File: src/rtl/bus_pkg.sv
// Shared types and constants for the bus router.
// State encoding, fault cause codes and default timeout.
package bus_pkg;

    typedef enum logic [1:0] {
        IDLE,
        ACTIVE,
        RESP,
        ERR
    } state_e;

    localparam logic [1:0] CAUSE_DECODE  = 2'b01;
    localparam logic [1:0] CAUSE_TIMEOUT = 2'b10;
    localparam int         TIMEOUT_DEF   = 255;
    localparam int         CW_DEF        = 8;

endpackage

File: src/rtl/bus_timeout.sv
// Loadable down-counter that flags expiry when it reaches one.
// Used to bound how long a slave may leave a cycle unacknowledged.
module bus_timeout #(
    parameter int CW = 8
) (
    input  logic          clk_i,
    input  logic          rst_n_i,
    input  logic          load_i,
    input  logic          en_i,
    input  logic [CW-1:0] val_i,
    output logic          expired_o
);

    logic [CW-1:0] cnt_q;
    logic [CW-1:0] cnt_d;

    always_comb begin
        cnt_d = cnt_q;
        if (load_i) begin
            cnt_d = val_i;
        end else if (en_i && cnt_q != '0) begin
            cnt_d = cnt_q - CW'(1);
        end
    end

    always_ff @(posedge clk_i or negedge rst_n_i) begin
        if (!rst_n_i) begin
            cnt_q <= '0;
        end else begin
            cnt_q <= cnt_d;
        end
    end

    assign expired_o = (cnt_q == CW'(1));

endmodule

File: src/rtl/bus_router.sv
// Routes the master's bus cycle to one of NSLAVE slaves, returns data/ack,
// and turns decode faults and slave time-outs into bus errors.
module bus_router
    import bus_pkg::*;
#(
    parameter int NSLAVE  = 16,
    parameter int DW      = 32,
    parameter int TIMEOUT = TIMEOUT_DEF,
    parameter int CW      = CW_DEF
) (
    input  logic                 clk_i,
    input  logic                 rst_n_i,
    input  logic                 cyc_i,
    input  logic                 stb_i,
    input  logic [31:0]          adr_i,
    input  logic [3:0]           cs_i,
    input  logic                 fault_i,
    output logic                 ack_o,
    output logic                 err_o,
    output logic [DW-1:0]        dat_o,
    output logic [NSLAVE-1:0]    slv_stb_o,
    input  logic [NSLAVE-1:0]    slv_ack_i,
    input  logic [NSLAVE*DW-1:0] slv_dat_i,
    output logic                 fault_valid_o,
    output logic [1:0]           fault_cause_o,
    output logic [31:0]          fault_adr_o,
    output logic                 fault_ovr_o,
    input  logic                 fault_clr_i
);

    state_e        state_q, state_d;
    logic [3:0]    cs_q, cs_d;
    logic [31:0]   adr_q, adr_d;
    logic [DW-1:0] dat_q, dat_d;

    logic          fv_q, fv_d;
    logic [1:0]    fc_q, fc_d;
    logic [31:0]   fa_q, fa_d;
    logic          fo_q, fo_d;

    logic          cap;
    logic [1:0]    cap_cause;
    logic [31:0]   cap_adr;
    logic          tmr_load;
    logic          tmr_en;
    logic          tmr_exp;

    bus_timeout #(.CW(CW)) u_tmo (
        .clk_i     (clk_i),
        .rst_n_i   (rst_n_i),
        .load_i    (tmr_load),
        .en_i      (tmr_en),
        .val_i     (CW'(TIMEOUT)),
        .expired_o (tmr_exp)
    );

    always_comb begin
        state_d   = state_q;
        cs_d      = cs_q;
        adr_d     = adr_q;
        dat_d     = dat_q;
        cap       = 1'b0;
        cap_cause = 2'b00;
        cap_adr   = adr_q;
        tmr_load  = 1'b0;
        tmr_en    = 1'b0;
        unique case (state_q)
            IDLE: begin
                if (cyc_i && stb_i) begin
                    if (fault_i || cs_i == 4'd0) begin
                        cap       = 1'b1;
                        cap_cause = CAUSE_DECODE;
                        cap_adr   = adr_i;
                        state_d   = ERR;
                    end else begin
                        cs_d     = cs_i;
                        adr_d    = adr_i;
                        tmr_load = 1'b1;
                        state_d  = ACTIVE;
                    end
                end
            end
            ACTIVE: begin
                tmr_en = 1'b1;
                // Ack is checked before expiry so a last-cycle ack still completes.
                if (!cyc_i) begin
                    state_d = IDLE;
                end else if (slv_ack_i[cs_q]) begin
                    dat_d   = slv_dat_i[cs_q*DW +: DW];
                    state_d = RESP;
                end else if (tmr_exp) begin
                    cap       = 1'b1;
                    cap_cause = CAUSE_TIMEOUT;
                    state_d   = ERR;
                end
            end
            RESP:    state_d = IDLE;
            ERR:     state_d = IDLE;
            default: state_d = IDLE;
        endcase
    end

    always_comb begin
        fv_d = fv_q;
        fc_d = fc_q;
        fa_d = fa_q;
        fo_d = fo_q;
        if (fault_clr_i) begin
            fv_d = cap;
            fo_d = 1'b0;
            if (cap) begin
                fc_d = cap_cause;
                fa_d = cap_adr;
            end
        end else if (cap) begin
            if (fv_q) begin
                fo_d = 1'b1;
            end else begin
                fv_d = 1'b1;
                fc_d = cap_cause;
                fa_d = cap_adr;
            end
        end
    end

    always_ff @(posedge clk_i or negedge rst_n_i) begin
        if (!rst_n_i) begin
            state_q <= IDLE;
            cs_q    <= '0;
            adr_q   <= '0;
            dat_q   <= '0;
            fv_q    <= 1'b0;
            fc_q    <= 2'b00;
            fa_q    <= '0;
            fo_q    <= 1'b0;
        end else begin
            state_q <= state_d;
            cs_q    <= cs_d;
            adr_q   <= adr_d;
            dat_q   <= dat_d;
            fv_q    <= fv_d;
            fc_q    <= fc_d;
            fa_q    <= fa_d;
            fo_q    <= fo_d;
        end
    end

    always_comb begin
        slv_stb_o = '0;
        if (state_q == ACTIVE && cs_q != 4'd0) begin
            slv_stb_o[cs_q] = 1'b1;
        end
    end

    assign ack_o         = (state_q == RESP);
    assign err_o         = (state_q == ERR);
    assign dat_o         = dat_q;
    assign fault_valid_o = fv_q;
    assign fault_cause_o = fc_q;
    assign fault_adr_o   = fa_q;
    assign fault_ovr_o   = fo_q;

endmodule

File: config.mk
export PLATFORM = sky130hd
export DESIGN_NAME = bus_router
export DESIGN_NICKNAME = d
export VERILOG_FILES = /design/src/rtl/bus_pkg.sv /design/src/rtl/bus_timeout.sv /design/src/rtl/bus_router.sv
export SDC_FILE = /design/constraint.sdc
export NUM_CORES = 1
export LEC_CHECK = 0
export ABC_CLOCK_PERIOD_IN_PS = 2600
export CORE_AREA = 2 2 255 257
export CTS_BUF_LIST = sky130_fd_sc_hd__clkbuf_8
export CTS_CLUSTER_DIAMETER = 100
export DETAILED_ROUTE_END_ITERATION = 7
export DIE_AREA = 0 0 257 259
export SYNTH_ARGS = -nofsm -noshare
export SYNTH_HDL_FRONTEND = slang
export SYNTH_SLANG_ARGS = --single-unit
File: constraint.sdc
create_clock -name clk_i -period 2.6 [get_ports clk_i]
set_input_delay 0.26 -clock clk_i [delete_from_list [all_inputs] [get_ports clk_i]]
set_output_delay 0.26 -clock clk_i [all_outputs]
set_load 0.1 [all_outputs]
---- After elaboration in Yosys (flattened, before gate mapping) ----
Cells that the tools add are included.
word-level totals
  bits of input ports ..................... 570
  bits in registers ....................... 114
  word-level logic and storage cells ...... 84
  output and inout bits ................... 86
operators by class
  order comparisons ....................... 2
  equality and inequality tests ........... 7
  muxes and demuxes ....................... 45
  $add $sub $neg .......................... 1
  bitwise logic cells ..................... 1
  shifts and indexed selects .............. 1
  reduce and logical (&&, ||, !) cells .... 18
operators by type and width
  operator               count
  $shiftx A512 B10 Y32   1
  $mux W32               7
  $mux W2                12
  $mux W1                18
  $mux W16               1
  $mux W8                2
  $eq A8 B1 Y1 const B   1
  $reduce_bool A8 Y1     1
  $sub A8 B1 Y8 const B  1
  $pmux W2 S3            1
  $reduce_and A2 Y1      3
  $reduce_and A3 Y1      2
  $reduce_bool A2 Y1     3
  $lt A4 B5 Y1 const B   1
  $bmux W1 S4            1
  $demux W1 S4           1
  $eq A2 B2 Y1 const B   2
  $ge A4 B1 Y1 const B   1
  $logic_and A1 B1 Y1    4
  $logic_not A4 Y1       1
  $ne A2 B2 Y1 const B   2
  $ne A4 B4 Y1 const B   1
  $pmux W2 S2            1
  $reduce_bool A4 Y1     1
  6 further kinds        6

---- Longest topological paths before layout ----
  depth in word-level cells ............... 8
  gate-level depth with buffers ........... 7
  mapped depth without buffers ............ 6

---- By module ----
A second synthesis with hierarchy kept.
unflattened totals
  cell total of the unflattened synthesis .. 654
  area total of the unflattened synthesis .. 8864.8 µm²
modules (own cells, without submodules)
  module       area an instance (µm²)  times used  cells each  seq. area each (µm²)
  bus_router   8324.2                  1           598         2652.5
  bus_timeout  540.5                   1           56          200.2

---- Worst setup path after synthesis ----
OpenSTA, ideal clock, no wires.
  path kind ............................... register to output
  start point ............................. reg cs_q[0]
  end point ............................... out slv_stb_o[1]
  arrival time ............................ 3.991 ns
  path buffers ............................ 3
  required time ........................... 2.340 ns
  stages on the path, launching flop included .. 6
  slack ................................... -1.651 ns
  path through ............................ dfrtp_1 -> buf_2 -> clkbuf_1 -> clkbuf_1 -> nand2b_1 -> nor4_1
between the ends
  longest elaborated chain between the ends .. 5
  elaborated cells on any way between the ends .. 8
  classes of those cells .................. order compare (2); mux (3); reduce/logical (3)
RTL lines
  item                                                                       RTL line           RTL
  from (decl)                                                                bus_router.sv:32   logic [3:0] cs_q, cs_d;
  from (signal assigned)                                                     bus_router.sv:138  cs_q <= cs_d;
  $lt A4 B5 Y1 (not written as such) / $ge A4 B1 Y1 (equally long branches)  bus_router.sv:151  slv_stb_o[cs_q] = 1'b1;
  $logic_and A1 B1 Y1 (not written as such)                                  bus_router.sv:151
  $mux W1 (not written as such)                                              bus_router.sv:151
  $demux W1 S4                                                               bus_router.sv:151
  $mux W16 *                                                                 bus_router.sv:150  if (state_q == ACTIVE && cs_q != 4'd0) begin
  to (decl)                                                                  bus_router.sv:21   output logic [NSLAVE-1:0] slv_stb_o,
Every way passes the cells marked *; elsewhere a longest branch is shown, timed or not.

---- Final worst setup path ----
  start point ............................. reg cs_q[0]
  end point ............................... reg fa_q[21], in the netlist fault_adr_o[21]
between the ends
  longest elaborated chain between the ends .. 6
RTL lines
  item                                RTL line           RTL
  $bmux W1 S4                         bus_router.sv:88   end else if (slv_ack_i[cs_q]) begin
  $mux W1 (not written as such)       bus_router.sv:88
  $mux W1                             bus_router.sv:88
  $mux W1                             bus_router.sv:86   if (!cyc_i) begin
  $pmux W1 S2                         bus_router.sv:67   unique case (state_q)
  $reduce_and A2 Y1 (no source line)  --
  to (signal assigned)                bus_router.sv:134  fa_q <= '0;
  to (signal assigned)                bus_router.sv:143  fa_q <= fa_d;
  to (decl)                           bus_router.sv:38   logic [31:0] fa_q, fa_d;
No other way between the ends. The select of a mux whose other input is x is not followed.
A chain may end at the register's enable or synchronous reset.

==> flow_summary.ini <==
[layout]
fin_cells = 2174
drive_gt1_share_pct = 34.0
final_common_cell = clkdlybuf4s50_1
nets = 1867
nFillCells = 6536
final_cell_mix = clkdlybuf4s50_1, mux4_2, nand2_1
synthToLayoutAreaGrowth_pct = 97.6
multi_input_area_um2 = 5930
seq_area_um2 = 2870
final_area_um2 = 17500

[run]
cap_violations = 0

[grt]
grt_max_degree = 53
grt_pass1_vias = 9941
grt_overflow = 0
grt_pass1_wl_mm = 79.0
antenna_found_initial = 47
grt.total_usage_pct = 17.2

[timing]
clock_skew_ns = 0.0322
setup_viol = 67
whs_ns = 0.201
final.min_clock_period_ns = 2.76
rsz0062_at_grt = true
post-route-worst-setup-slack_ns = -0.161
fmax_mhz = 362
final.period_utilization_pct = 106
finalHoldViolCount = 0
worst_pin_slew_ns = 0.964
finalMaxSlewViolations = 0
max_slew_margin_pct = 34.1
fin_tns_setup_ns = -7.04

[placement]
hpwlAfterDp_mm = 48.7
io_buffers = 654
gp_congestion = 0.922
dp.cells = 2118
placed_area_um2 = 16700

[detailed_routing]
drt_iter0_drc = 672
viasPerCell = 4.25
ant_nets = 0
wirelength_mm = 58.7
wl_per_cell_um = 27.0
firstDrtPassIters = 7
drc = 0
vias = 9241

[pwr]
p_clk_share_pct = 11.3
peakVddDrop_mv = 0.543
seq_power_share_pct = 19.1
p_per_area_nw_per_um2 = 906
p_sw_mw = 8.00
p_leak_nw = 6.70
internal_power_mw = 7.88
comb_power_share_pct = 69.6
swShare_pct = 50.4

[critical_path]
critPathMaxStageDelay_ns = 0.65
cp.arrival_ns = 3.17
start_kind = register
endpoint_kind = register
critPathMaxFanout = 16
cp.required_ns = 3.01
cp_slowest_cell = mux4_2
path_buf_inv = 2
critical_path_class = register to register
worst_path_most_repeated_cell = mux4_2
crit_chain = mux4_2 > mux4_2 > o31ai_4 > buf_4 > buf_12 > mux2_2
critical-path-top-delay-family = multiplexers

[clocking]
clock_latency_ns = 0.55
cts_buffers = 17
ctsRootBufferMaster = clkbuf_8
cts_tree = yes
htreeDepth = 4
clockBufferDepth = 2
clkTransAtPathRegs_ns = 0.11
cts_sinks = 114

[synth]
ys_ff_latch = 114
syn_area_per_cell_um2 = 14.0
syn_inst = 632
netlist_area_um2 = 8870
syn_nets = 1205
yosysWarnings = 0
yosysSeqAreaShare_pct = 32.2
ys_types = 39

[floorplanning]
coreArea_um2 = 63900
initial_core_util_pct = 13.9
die_y_um = 259
std_cell_rows = 93
dieArea_um2 = 66600
boundaryPins = 656
die_w_um = 257

[outcome]
status = finished with violations
violations = setup timing

[min_path]
hold_path.class = input port to async pin
[routing by layer]
metal | up-vias | part of all wire [%] | global-route usage [%]
met4 | 36 | 2.1 | 4.44
met3 | 103 | 8.9 | 6.62
met1 | 4702 | 38 | 19.7
met2 | 528 | 51 | 29.8
met5 | - | 0.43 | 0
li1 | 3872 | - | -
[per-stage QoR]
step | power, mW | utilization, % | setup WS, ns
final | 15.9 | 27.4 | -0.161
after floorplan | 10.2 | - | -0.410
after CTS | 15.9 | 27.1 | -0.185
after global placement | 13.6 | 26.1 | -0.269
after detailed placement | 13.7 | 26.1 | -0.291
after global routing | 16.6 | 27.4 | -0.207
[worst reg2reg max path, delay by kind of cell (launching register included)]
family                 cells  cell delay, ns
AOI/OAI and AO/OA          1            0.20
buffers and inverters      2            0.32
DFF                        1            0.55
muxes                      3            1.58
[path summary, 6_finish.rpt]
path / startpoint / depth (start not counted) / slack, ns / to
worst max-delay path: cs_q[0] / 6 / -0.16 / fault_adr_o[21]
worst min-delay path: rst_n_i / 2 / 0.20 / u_tmo.cnt_q[1]
worst max register to register: cs_q[0] / 6 / -0.16 / fault_adr_o[21]
worst min register to register: adr_q[3] / 2 / 0.47 / adr_q[3]
max in group asynchronous: rst_n_i / 3 / 1.60 / dat_o[15]
min in group clk_i: adr_i[18] / 3 / 0.29 / adr_q[18]
[sequential cells by signal (all words and copies together) (netlist names)]
name	cells
adr_q	32
cs_q	4
dat_o	32
fault_adr_o	32
fault_cause_o	2
fault_ovr_o	1
fault_valid_o	1
state_q	2
u_tmo.cnt_q	8
[Yosys cell counts]
cell / number / area, um^2
xnor2_1: 2 / 17.5
nor3_1: 7 / 35.0
and3_1: 5 / 31.3
a21oi_1: 3 / 15.0
nor4bb_1: 1 / 10.0
a2111oi_0: 1 / 8.76
inv_1: 3 / 11.3
a2bb2oi_1: 2 / 17.5
nand4_1: 1 / 6.26
nor4b_1: 1 / 8.76
or3_1: 2 / 12.5
o31ai_1: 2 / 15.0
nand3b_1: 1 / 7.51
nor4_1: 2 / 12.5
mux4_2: 165 / 3720
nor2b_1: 2 / 12.5
nor2_1: 15 / 56.3
a31oi_1: 3 / 18.8
and4_1: 2 / 17.5
nand3_1: 3 / 15.0
o211ai_1: 3 / 22.5
conb_1: 1 / 3.75
clkbuf_1: 35 / 131
o21ai_1: 1 / 5.00
o21ai_0: 6 / 30.0
buf_2: 18 / 90.1
mux2_2: 95 / 1070
nand2_1: 117 / 439
nand4bb_1: 1 / 11.3
mux2_1: 1 / 11.3
buf_6: 3 / 33.8
buf_4: 1 / 7.51
and2_1: 1 / 6.26
dfrtp_1: 114 / 2850
buf_1: 1 / 3.75
o31ai_4: 1 / 21.3
or2_2: 2 / 12.5
ha_1: 3 / 37.5
nand2b_1: 5 / 31.3
[power groups by stage]
stage | clock network, mW | logic (mW) | registers, mW
after floorplan | 0 | 3.87 | 6.32
after global placement | 0 | 10.6 | 3.02
after detailed placement | 0 | 10.7 | 3.05
after CTS | 1.90 | 11.0 | 3.03
after global routing | 1.94 | 11.6 | 3.13
final | 1.79 | 11.0 | 3.04
[final cells by class]
type	count	share of cell area, %
diodes	12	0.171
clock buffers	18	1.41
clock inverters	14	0.800
inverters	3	0.0643
multi-input cells	457	33.9
flip-flops and latches	114	16.4
well taps	855	6.11
repair buffers	701	41.2
[logic make-up (layout without fill, tap and decap cells)]
| family | after synthesis | in the layout | synth area share (%) |
|---|---|---|---|
| AND/OR/NAND/NOR | 168 | 168 | 8.19 |
| XOR/XNOR | 2 | 2 | 0.198 |
| other | 1 | 13 | 0.0423 |
| buffers and inverters | 61 | 736 | 3.13 |
| adder cells (fa/ha/maj) | 3 | 3 | 0.423 |
| AO/OA/AOI/OAI | 22 | 22 | 1.74 |
| multiplexers | 261 | 261 | 54.1 |
| flip-flops | 114 | 114 | 32.2 |
[repair_timing]
item / CTS / global route
pin swaps: 0 / 2
cloned: 2 / 4
endpoints found under the setup margin: 77 / 77
buffers inserted: 5 / 2
hold buffers: 1 / 0
gates resized for setup: 29 / 29
endpoints found under the hold margin: 41 / 0
(Power assumes the default switching activity.)
